`src/rtl/instr_encoder.sv`:
```
// instr_encoder: encodes field requests into 32-bit instruction words and writes them through a FIFO to sequential memory addresses
// Ports: clk/rst_n clock and async active-low reset; start/base_addr open a session at base_addr; finish ends it;
// in_* request handshake and fields; out_* memory write handshake (addr, data); busy/done/err/word_count status.
module instr_encoder #(
  parameter int DEPTH = 4,
  parameter int ADDR_W = 10
) (
  input  logic              clk,
  input  logic              rst_n,
  input  logic              start,
  input  logic [ADDR_W-1:0] base_addr,
  input  logic              finish,
  input  logic              in_valid,
  output logic              in_ready,
  input  logic [1:0]        in_kind,
  input  logic [2:0]        in_op,
  input  logic [4:0]        in_opcode,
  input  logic [4:0]        in_rd,
  input  logic [4:0]        in_rs1,
  input  logic [4:0]        in_rs2,
  input  logic [31:0]       in_imm,
  output logic              out_valid,
  input  logic              out_ready,
  output logic [ADDR_W-1:0] out_addr,
  output logic [31:0]       out_data,
  output logic              busy,
  output logic              done,
  output logic              err,
  output logic [ADDR_W:0]   word_count
);
  localparam int PW = $clog2(DEPTH);
  typedef enum logic [1:0] {IDLE, RUN, DRAIN, DONE} state_t;
  state_t state, state_nx;
  logic [31:0] mem [DEPTH];
  logic [PW:0] wr_ptr, rd_ptr;
  logic [ADDR_W-1:0] addr;
  logic [31:0] word;
  logic empty, full, legal, imm12_ok, imm16_ok, accept, push, pop;
  // immediates fit when all bits above the sign position equal the sign
  assign imm12_ok = &in_imm[31:11] | ~|in_imm[31:11];
  assign imm16_ok = &in_imm[31:15] | ~|in_imm[31:15];
  assign legal = in_kind == 2'd0 ? imm12_ok : imm16_ok && (in_kind != 2'd3 || in_opcode[4]);
  // in_kind[1] distinguishes R2-imm (2) from R2-offset (1) in bit 0
  assign word = in_kind == 2'd0 ? {1'b0, in_op, 1'b0, in_rd, in_rs1, in_rs2, in_imm[11:0]} :
                in_kind == 2'd3 ? {in_opcode, in_rd, in_rs1, in_imm[15:0], 1'b0} :
                {1'b0, in_op, 1'b1, in_rd, in_rs1, in_imm[15:0], in_kind[1]};
  assign empty = wr_ptr == rd_ptr;
  assign full = wr_ptr[PW] != rd_ptr[PW] && wr_ptr[PW-1:0] == rd_ptr[PW-1:0];
  assign accept = in_valid && in_ready;
  assign push = accept && legal;
  assign pop = out_valid && out_ready;
  assign out_valid = !empty;
  assign out_data = mem[rd_ptr[PW-1:0]];
  assign out_addr = addr;
  always_comb begin
    state_nx = state;
    state_nx = state == IDLE && start ? RUN :
               state == RUN && finish ? DRAIN :
               state == DRAIN && empty ? DONE :
               state == DONE ? IDLE : state;
    in_ready = state == RUN && !full;
    busy = state != IDLE;
    done = state == DONE;
  end
  always_ff @(posedge clk or negedge rst_n) begin
    if (!rst_n) begin
      state <= IDLE;
      wr_ptr <= '0;
      rd_ptr <= '0;
      addr <= '0;
      word_count <= '0;
      err <= 1'b0;
    end else begin
      state <= state_nx;
      if (push) wr_ptr <= wr_ptr + 1'b1;
      if (pop) rd_ptr <= rd_ptr + 1'b1;
      if (state == IDLE && start) begin
        addr <= base_addr;
        word_count <= '0;
        err <= 1'b0;
      end else begin
        if (pop) begin
          addr <= addr + 1'b1;
          word_count <= word_count + 1'b1;
        end
        if ((accept && !legal) || (pop && &addr)) err <= 1'b1;
      end
    end
  end
  always_ff @(posedge clk) begin
    if (push) mem[wr_ptr[PW-1:0]] <= word;
  end
endmodule

```
`config.mk`:
```
export PLATFORM = sky130hd
export DESIGN_NAME = instr_encoder
export DESIGN_NICKNAME = d
export VERILOG_FILES = /design/src/rtl/instr_encoder.sv
export SDC_FILE = /design/constraint.sdc
export NUM_CORES = 1
export LEC_CHECK = 0
export ABC_AREA = 1
export CAP_MARGIN = 15
export CORE_MARGIN = 4
export CORE_UTILIZATION = 45
export DETAILED_ROUTE_END_ITERATION = 8
export GPL_TIMING_DRIVEN = 0
export PLACE_DENSITY_LB_ADDON = 0.3
export SLEW_MARGIN = 10
export SYNTH_ARGS = -nofsm -noshare
export SYNTH_HDL_FRONTEND = slang
export SYNTH_SLANG_ARGS = --single-unit
```
`constraint.sdc`:
```
create_clock -name clk -period 3.56 [get_ports clk]
set_input_delay 0.712 -clock clk [delete_from_list [all_inputs] [get_ports clk]]
set_output_delay 0.712 -clock clk [all_outputs]
set_load 0.03 [all_outputs]
```
==> key figures, run 1 <==
Die
  • Die Height: about 130 µm
  • Core area: 0.0151 mm²
  • Row cnt: between 40 and 50
  • Die ar.: roughly 0.018 mm²
  • Die Wd: between 100 and 150 µm
  • Initial core utilization: roughly 46%
  • Ports: around 130

Place
  • Hpwl dp: about 12 mm
  • DP Area: approximately 0.0086 mm²
  • Final RePlAce weighted congestion: 0.879
  • Port Buffers: 130

Critical path
  • Delay-heaviest family, CP: buffers and inverters
  • Req. time, crit path: around 2.9 ns
  • Startpoint types: flop
  • Worst path arrival time: about 2.7 ns
  • Max Fanout on Critical Path: 10
  • Worst setup EP type: primary output
  • CP bufs+invs: 4
  • Reg2reg setup slack: approximately 1.1 ns
  • CP Cell Sequence: buf_2, inv_1, clkbuf_1, nor2_1, o22ai_1, clkdlybuf4s50_1
  • Slowest stage cell, crit path: clkdlybuf4s50_1
  • Critical Path Max Stage Delay: ~0.74 ns
  • Critical path type: reg -> out

Yosys
  • Cell taking the most area after synthesis: edfxtp_1
  • Post-synthesis mux area share: 0%
  • #FFs+latches synth: roughly 160
  • Top area cells in the synthesized netlist: edfxtp_1 (55%), dfrtp_1 (11%), nand2_1 (6.7%), nor2_1 (6.4%), o21ai_0 (5.7%)
  • Synthesized area: 0.00695 mm²
  • Post-synthesis sequential area ratio: about 66%
  • Synth top area share: approximately 55%
  • Post-synthesis net count: between 700 and 800
  • Compound-Gate Fraction of Synth Area: around a tenth
  • Mapped Cells: around 670
  • Post-synthesis adder-cell area fraction: 1.26%
  • Largest family of logic cells by synthesized area: simple AND/OR/NAND/NOR gates
  • Cell variety after synth: 33
  • Post-Synthesis Mean Instance Area: around 10 µm²
  • Simple-gate portion of the synthesized area: 17.0%
  • Yosys warning count: 0
  • Post-Synth XOR/XNOR Area: under 10%

Layout
  • Final Net Count: 898
  • Layout fillers: 1180
  • Register area: about 0.0046 mm²
  • Layout cells sized above 1: about 7.2%
  • Area Overhead vs Synth: 32.4%
  • Fin area: just over 0.009 mm²
  • Area of the multi-input gates: about 0.0021 mm²
  • # diodes: 0

Global route
  • Largest net degree at the start of global routing: 31
  • Gr usage total: 20.3%
  • Vias in the first global route: approximately 5.6k
  • First-pass GRT wire length: approximately 28 mm
  • GR Overflow Total: 0
  • Initial antenna violation count: 0

STA
  • Achievable frequency: approximately 290 MHz
  • Setup TNS: 0 ns
  • Final setup violation count: 0
  • Relative slew slack: between 50% and 60%
  • Least-Margin Pin Slew: between 0.6 and 0.7 ns
  • Period utilisation layout: 95.5%
  • RSZ-0062 raised after global routing: false
  • Final hold violation count: 0
  • Final Critical Period: 3.40 ns
  • Clock Skew: ~0.0080 ns
  • Slew Limit Fails: 0
  • WHS: about 0.32 ns

Power
  • Leakage: 0.00346 µW
  • Pwr per Cell Area: ~770 mW/mm²
  • Worst IR Drop VDD: between 0.0004 and 0.0005 V
  • Design Power: roughly 7100 µW

Detailed routing
  • First-pass DRT Iterations: 5
  • Antenna Nets Post-Route: 0
  • Residual DRC: 0
  • Routed WL: 17.5 mm
  • Routed WL per cell: ~17 µm
  • Iteration-0 DRC Markers: 360
  • DR vias/cell: between 5 and 6
  • Via count: 5477

CTS
  • # H-tree levels: 4
  • Clk root buf: clkbuf_16
  • Clock slew at reported path FFs: 0.06 ns
  • Hold_buf cts: 0
  • Setup Buffers After CTS: 0
  • Worst-skew pair later-pin latency: roughly 0.43 ns
  • Clock buffer depth: 2
  • CTS tree: done
  • Clock sink count: ~160
  • Num CTS Buffers: 17

Flow run
  • Number of max-cap violations: 0

Outcome
  • Status: complete, no violations

Worst hold path
  • Worst hold path class: in -> async
-- metrics by stage --
stage / util [%] / worst slack, ns / std cells
after global routing: 60.8 / 0.00205 / 1019
final: 60.8 / 0.159 / 1019
after floorplan: - / 0.324 / 665
after CTS: 60.7 / 0.106 / 1019
after detailed placement: 56.7 / 0.142 / 987
after global placement: 56.1 / -1.62 / 983
-- cell type report --
class	count	area share [%]
Sequential cell	158	49.9
Multi-Input combinational cell	440	23.0
Timing Repair Buffer	134	15.1
Clock buffer	17	4.62
Tap cell	188	2.56
Clock inverter	15	1.93
Inverter	39	1.59
Buffer	28	1.36
-- cells in the mapped netlist (all sizes together) --
master  count
edfxtp    128
nand2     127
nor2      120
o21ai      82
inv        39
o22ai      36
dfrtp      30
nand3      26
clkbuf     21
a21oi      10
nor3        8
buf         7
ha          7
xor2        6
nand4       5
xnor2       5
a211oi      1
a31oi       1
and3        1
nand3b      1
o211ai      1
o221ai      1
o31ai       1
or2         1
-- registers in the layout, summed over array words and instances (netlist names) --
register,count
mem,128
word_count,11
out_addr,10
rd_ptr,3
wr_ptr,3
state,2
err,1
-- what timing repair did --
action / CTS / global route
pin swaps: 0 / 0
resized for setup: 3 / 6
endpoints found under the setup margin: 10 / 5
-- cells by family after synthesis --
| logic type | after synthesis |
|---|---|
| flip-flops | 158 |
| AO/OA/AOI/OAI | 133 |
| buffers and inverters | 67 |
| XOR/XNOR | 11 |
| AND/OR/NAND/NOR | 289 |
| adder cells (fa/ha/maj) | 7 |
-- where the power goes --
| part | switching, µW | internal [µW] |
|---|---|---|
| combinational | 1930 | 1100 |
| clock | 775 | 1060 |
| sequential | 146 | 2120 |
-- cell usage in the layout, fill, tap and decap left out, drive strengths merged, types with 2 or more instances in the layout --
cell and n:
nor2 120, nand4 5, buf 12, clkinv 6
inv 46, clkbuf 38, nand3 26, ha 7
a21oi 10, o22ai 36, xor2 6, clkdlybuf4s50 125
dlymetal6s2s 4, dfrtp 30, nor3 8, o21ai 82
xnor2 5, edfxtp 128, bufinv 2, nand2 127
-- final timing paths --
path                            startpoint             to  cells past startpoint
worst max-delay path             rd_ptr[0]    out_data[0]                      6
worst min-delay path                 rst_n  word_count[4]                      1
worst max register to register   rd_ptr[1]     mem[0][22]                      7
worst min register to register   rd_ptr[2]      rd_ptr[2]                      1
max in group asynchronous            rst_n    out_addr[1]                      1
min in group clk                 rd_ptr[2]      rd_ptr[2]                      1
-- per-layer routing --
layer | track usage, % | vias up | share of wire, %
li1 | - | 2620 | -
met1 | 23.9 | 2610 | 40
met2 | 35.7 | 214 | 51
met3 | 5.23 | 33 | 7.0
met4 | 8.37 | 0 | 1.9
met5 | 0 | - | 0
-- worst register-to-register path: cells and delay by family, from the launching register on --
family / cells / cell delay [ns]
xor gates and xnor gates: 1 / 0.21
and+or+nand+nor: 5 / 1.23
DFF: 1 / 0.48
buffers and inverters: 1 / 0.25
(Power assumes the default switching activity.)
==> run 2: changes to the inputs <==
--- a/config.mk
+++ b/config.mk
@@ -6,6 +6,7 @@
 export NUM_CORES = 1
 export LEC_CHECK = 0
 export ABC_AREA = 1
+export ABC_CLOCK_PERIOD_IN_PS = 3560
 export CAP_MARGIN = 15
 export CORE_MARGIN = 4
 export CORE_UTILIZATION = 45
==> results of run 2 <==
Same layout as run 1: the final DEF is identical, and so are final timing and power.
==> run 3: changes to the inputs <==
--- a/config.mk
+++ b/config.mk
@@ -8,6 +8,7 @@
 export ABC_AREA = 1
 export ABC_CLOCK_PERIOD_IN_PS = 3560
 export CAP_MARGIN = 15
+export CORE_ASPECT_RATIO = 0.8
 export CORE_MARGIN = 4
 export CORE_UTILIZATION = 45
 export DETAILED_ROUTE_END_ITERATION = 8
==> run 3 against run 2 <==
Compared with the run above:
- die area hardly changed
- sequential power hardly changed
- register-to-register slack worse by 0.06 ns
- critical path type unchanged
- critical endpoint is now out_data[3]
==> key figures, run 3 (same netlist as run 1, synthesis figures left out) <==
STA
  • Relative slew slack: between 50% and 60%
  • Final hold violation count: 0
  • Least-Margin Pin Slew: between 0.7 and 0.8 ns
  • Clock Skew: around 0.0079 ns
  • Final Critical Period: ~3.4 ns
  • Achievable frequency: just under 300 MHz
  • Period utilisation layout: between 90% and 100%
  • Final worst slack: roughly 0.17 ns
  • Slew Limit Fails: 0
  • Setup TNS: 0 ns
  • RSZ-0062 raised after global routing: false
  • WHS: around 0.34 ns
  • Final setup violation count: 0

Place
  • Hpwl dp: ~13 mm
  • Port Buffers: 130
  • Final RePlAce weighted congestion: 0.916
  • Placed Cells: 1009
  • Dpl ws: 0.135 ns

Detailed routing
  • Residual DRC: 0
  • Routed WL: between 15 and 20 mm
  • Iteration-0 DRC Markers: 540
  • First-pass DRT Iterations: 5
  • Routed WL per cell: between 15 and 20 µm
  • Via count: between 5k and 6k
  • DR vias/cell: ~5.3
  • Antenna Nets Post-Route: 0

Die
  • Core area: ~0.015 mm²
  • Die ar.: between 0.015 and 0.02 mm²
  • Die Height: between 100 and 150 µm
  • Initial core utilization: a little under half
  • Ports: between 100 and 150
  • Row cnt: 40
  • Die Wd: around 150 µm

CTS
  • Worst-skew pair later-pin latency: between 0.4 and 0.5 ns
  • Clk root buf: clkbuf_16
  • Setup Buffers After CTS: 0
  • Clock sink count: 158
  • Clock slew at reported path FFs: approximately 0.06 ns
  • CTS tree: done
  • Num CTS Buffers: 17
  • Hold_buf cts: 0
  • # H-tree levels: 4
  • Clock buffer depth: 2

Power
  • Internal: roughly 4300 µW
  • Reg power frac: 32.2%
  • Sw Share: 39.1%
  • Leakage: around 0.0034 µW
  • Sw power: roughly 2800 µW
  • Pwr per Cell Area: roughly 770 mW/mm²
  • Worst IR Drop VDD: 0.000365 V
  • Comb pwr share: 42.5%
  • Clock network fraction of total power: roughly a quarter

Critical path
  • Reg2reg setup slack: 1.03 ns
  • Max Fanout on Critical Path: 10
  • Startpoint types: flop
  • Req. time, crit path: ~2.9 ns
  • Critical path type: reg -> out
  • Worst path arrival time: about 2.7 ns
  • Worst setup EP type: primary output

Layout
  • Post-layout util: around three fifths
  • Area Overhead vs Synth: 32.4%
  • Commonest non-fill, non-tap cell in the layout: clkdlybuf4s50_1
  • Most frequent cells in the layout: clkdlybuf4s50_1 (129), edfxtp_1 (128), nand2_1 (125)
  • Layout fillers: approximately 1.2k
  • Layout cells sized above 1: between 6 and 7%
  • # diodes: 0
  • Largest register FFs: ~130
  • Final std cells w/o fill: around 1.0k
  • Final Net Count: between 800 and 900

Global route
  • First-pass GRT wire length: about 29 mm
  • Initial antenna violation count: 0
  • GR Overflow Total: 0
  • Vias in the first global route: between 5k and 6k
  • Gr usage total: approximately a fifth
  • Largest net degree at the start of global routing: 31

Worst hold path
  • Worst hold path class: in -> async

Outcome
  • Status: complete, no violations

Flow run
  • Number of max-cap violations: 0
-- run 3: changes by cell type in the layout (fill, tap and decap cells not counted), moves of 2 or more --
| cell | previous run | this run |
|---|---|---|
| clkbuf_1 | 17 | 20 |
| clkdlybuf4s50_1 | 125 | 129 |
| clkinv_1 | 1 | 3 |
| clkinv_4 | 3 | 0 |
| clkinvlp_4 | 0 | 4 |
| dlymetal6s2s_1 | 4 | 0 |
| inv_6 | 5 | 1 |
| inv_8 | 2 | 0 |
-- run 3: routing by layer --
metal | vias to the layer above | global-route usage [%] | wire [µm]
li1 | 2618 | - | -
met4 | 0 | 5.82 | 173
met5 | - | 0 | 0
met2 | 240 | 33.6 | 8740
met1 | 2681 | 28.8 | 7850
met3 | 15 | 4.11 | 1340
-- run 3: critical path: stages (launching register included) --
cell	delay [ns]
dfrtp_1	0.44
buf_2	0.21
inv_1	0.08
buf_2	0.20
buf_2	0.28
nor2_1	0.07
o22ai_1	0.26
clkdlybuf4s50_1	0.73
-- run 3: power groups by stage --
| stage | Sequential, µW | Clock, µW | Combinational, µW |
|---|---|---|---|
| final | 2280 | 1790 | 3010 |
| after global routing | 2290 | 1900 | 3230 |
| after CTS | 2270 | 1810 | 3020 |
| after detailed placement | 2310 | 0 | 3010 |
| after global placement | 2310 | 0 | 2980 |
| after floorplan | 2430 | 0 | 1620 |
-- run 3: through the flow --
| stage | power, µW | instance area [µm²] |
|---|---|---|
| finish | 7090 | 9210 |
| global route | 7430 | 9210 |
| CTS | 7110 | 9200 |
| detailed placement | 5320 | 8620 |
| global placement | 5280 | 8520 |
| floorplan | 4060 | 6950 |
-- run 3: timing repair --
| action | in CTS | in global routing |
|---|---|---|
| gates cloned | 0 | 0 |
| pin swaps | 0 | 0 |
| resized for setup | 1 | 4 |
| endpoints found under the setup margin | 3 | 19 |
-- run 3: layout make-up --
type	count	area [µm²]	share of cell area, %
clock buffers	19	433	4.70
flip-flops and latches	158	4590	49.9
multi-input cells	440	2120	23.0
plain buffers	28	124	1.35
repair buffers	134	1380	15.0
clock inverters	12	145	1.58
well taps	210	263	2.85
inverters	39	146	1.59
-- run 3: final timing paths --
| check | depth (start not counted) | from | endpoint |
|---|---|---|---|
| min in group clk | 1 | rd_ptr[2] | rd_ptr[2] |
| max in group asynchronous | 1 | rst_n | rd_ptr[2] |
| worst min register to register | 1 | rd_ptr[2] | rd_ptr[2] |
| worst max-delay path | 7 | rd_ptr[0] | out_data[3] |
| worst min-delay path | 1 | rst_n | out_addr[3] |
| worst max register to register | 7 | rd_ptr[1] | mem[2][16] |
==> RTL change (settings of run 1) <==
Set the parameter `ADDR_W` to 11 (it was 10).
--- a/src/rtl/instr_encoder.sv
+++ b/src/rtl/instr_encoder.sv
@@ -3,7 +3,7 @@
 // in_* request handshake and fields; out_* memory write handshake (addr, data); busy/done/err/word_count status.
 module instr_encoder #(
   parameter int DEPTH = 4,
-  parameter int ADDR_W = 10
+  parameter int ADDR_W = 11
 ) (
   input  logic              clk,
   input  logic              rst_n,
Interface: changed (resized base_addr, out_addr and word_count); port bits go from 131 to 134. No check against the original RTL was run, so the function may have changed too.
==> RTL change against run 1 <==
Die area grew 3.0%; cell area grew 2.1%; wire length grew 2.7%; total power grew 1.1%; first-iteration DRC count shrank 1.4%; area after synthesis grew 3.2%; sequential cell count grew 2; cell count grew 1.3%; clock power shrank 14%; clock skew shrank 0.0015 ns; worst setup slack lost 0.038 ns.
==> RTL change: results (changes against run 1) <==
met3_length_um: 1310  # +6.2%
dp_slack_ns: 0.323  # +0.181 ns
via_count: 5454  # -0.42%
whs_ns: 0.358  # +0.0393 ns
yosysUniqueCellTypes: 37  # +12%
placed_cell_area_sq_mm: 0.00889  # +3.5%
ys_seq_area_share_pct: 64.7  # -1.3 points
hpwl_um: 12500  # +5.1%
multi_input_area_sq_mm: 0.00226  # +6.9%
grt_usage_pct: 20.2  # -0.15 points
final_nets: 890  # -0.89%
drive_gt1_share_pct: 10.1  # +2.9 points
gp_congestion: 0.867  # -1.4%
seqPwrFrac_pct: 32.5  # +0.7 points
fin_crit_ns: 3.44  # +0.0381 ns
p_leak_nw: 3.41  # -1.4%
rr_worst_depth: 9  # +2
port_buffers: 133  # +2.3%
slew_headroom_pct: 50.7  # -4.1 points
met1_usage_pct: 24.6  # +0.74 points
drt_wl_total_um: 18000  # +2.7%
grt_pass1_wl_um: 28000  # +0.29%
syn_avg_cell_area_sq_um: 11.0  # +5.1%
clockPowerShare_pct: 21.8  # -3.9 points
p_sw_mw: 2.95  # +3.6%
finalClockSkew_ns: 0.00655  # -0.00145 ns
cts-resized-gates: 0  # -3
synth_common_cells: "edfxtp_1 (128), nor2_1 (118), nand2_1 (94)"
worstSetupEndpoint: "out_data[28]"
r2r_end: "mem[2][16]"
met2_length_um: 9140  # +2.2%
status: "complete, no violations"
stdcell_count: 1032  # +1.3%
syn-num-nets: 734  # -1.5%
grt_max_degree: 33  # +6.5%
## RTL change: cell count changes after synthesis, moves of 3 or more
cell	change
xnor2_1	-5
nand3_1	-4
inv_2	+3
o21ai_2	+6
a31oi_1	+3
o22ai_1	-3
nand2_1	-31
xor2_1	+5
o21ai_1	-3
o21ai_0	-8
mux2_2	+16
a21oi_1	-4
## RTL change: area by class of cell
type,count,area share (%)
multi-input combinational,422,24.1
timing repair buffer,137,15.1
inverter,44,1.76
buffer,27,1.44
clock buffer,19,4.61
sequential,160,49.4
clock inverter,12,0.759
tap,211,2.81
## RTL change: cells by family after synthesis
logic type      Yosys count  synth area share (%)
mux                      16                  2.51
simple gates            259                  15.7
fa+ha+maj                 7                  1.22
xor+xnor                 11                  1.34
compound gates          129                  10.4
buf+inv                  71                  4.15
flops                   160                  64.7
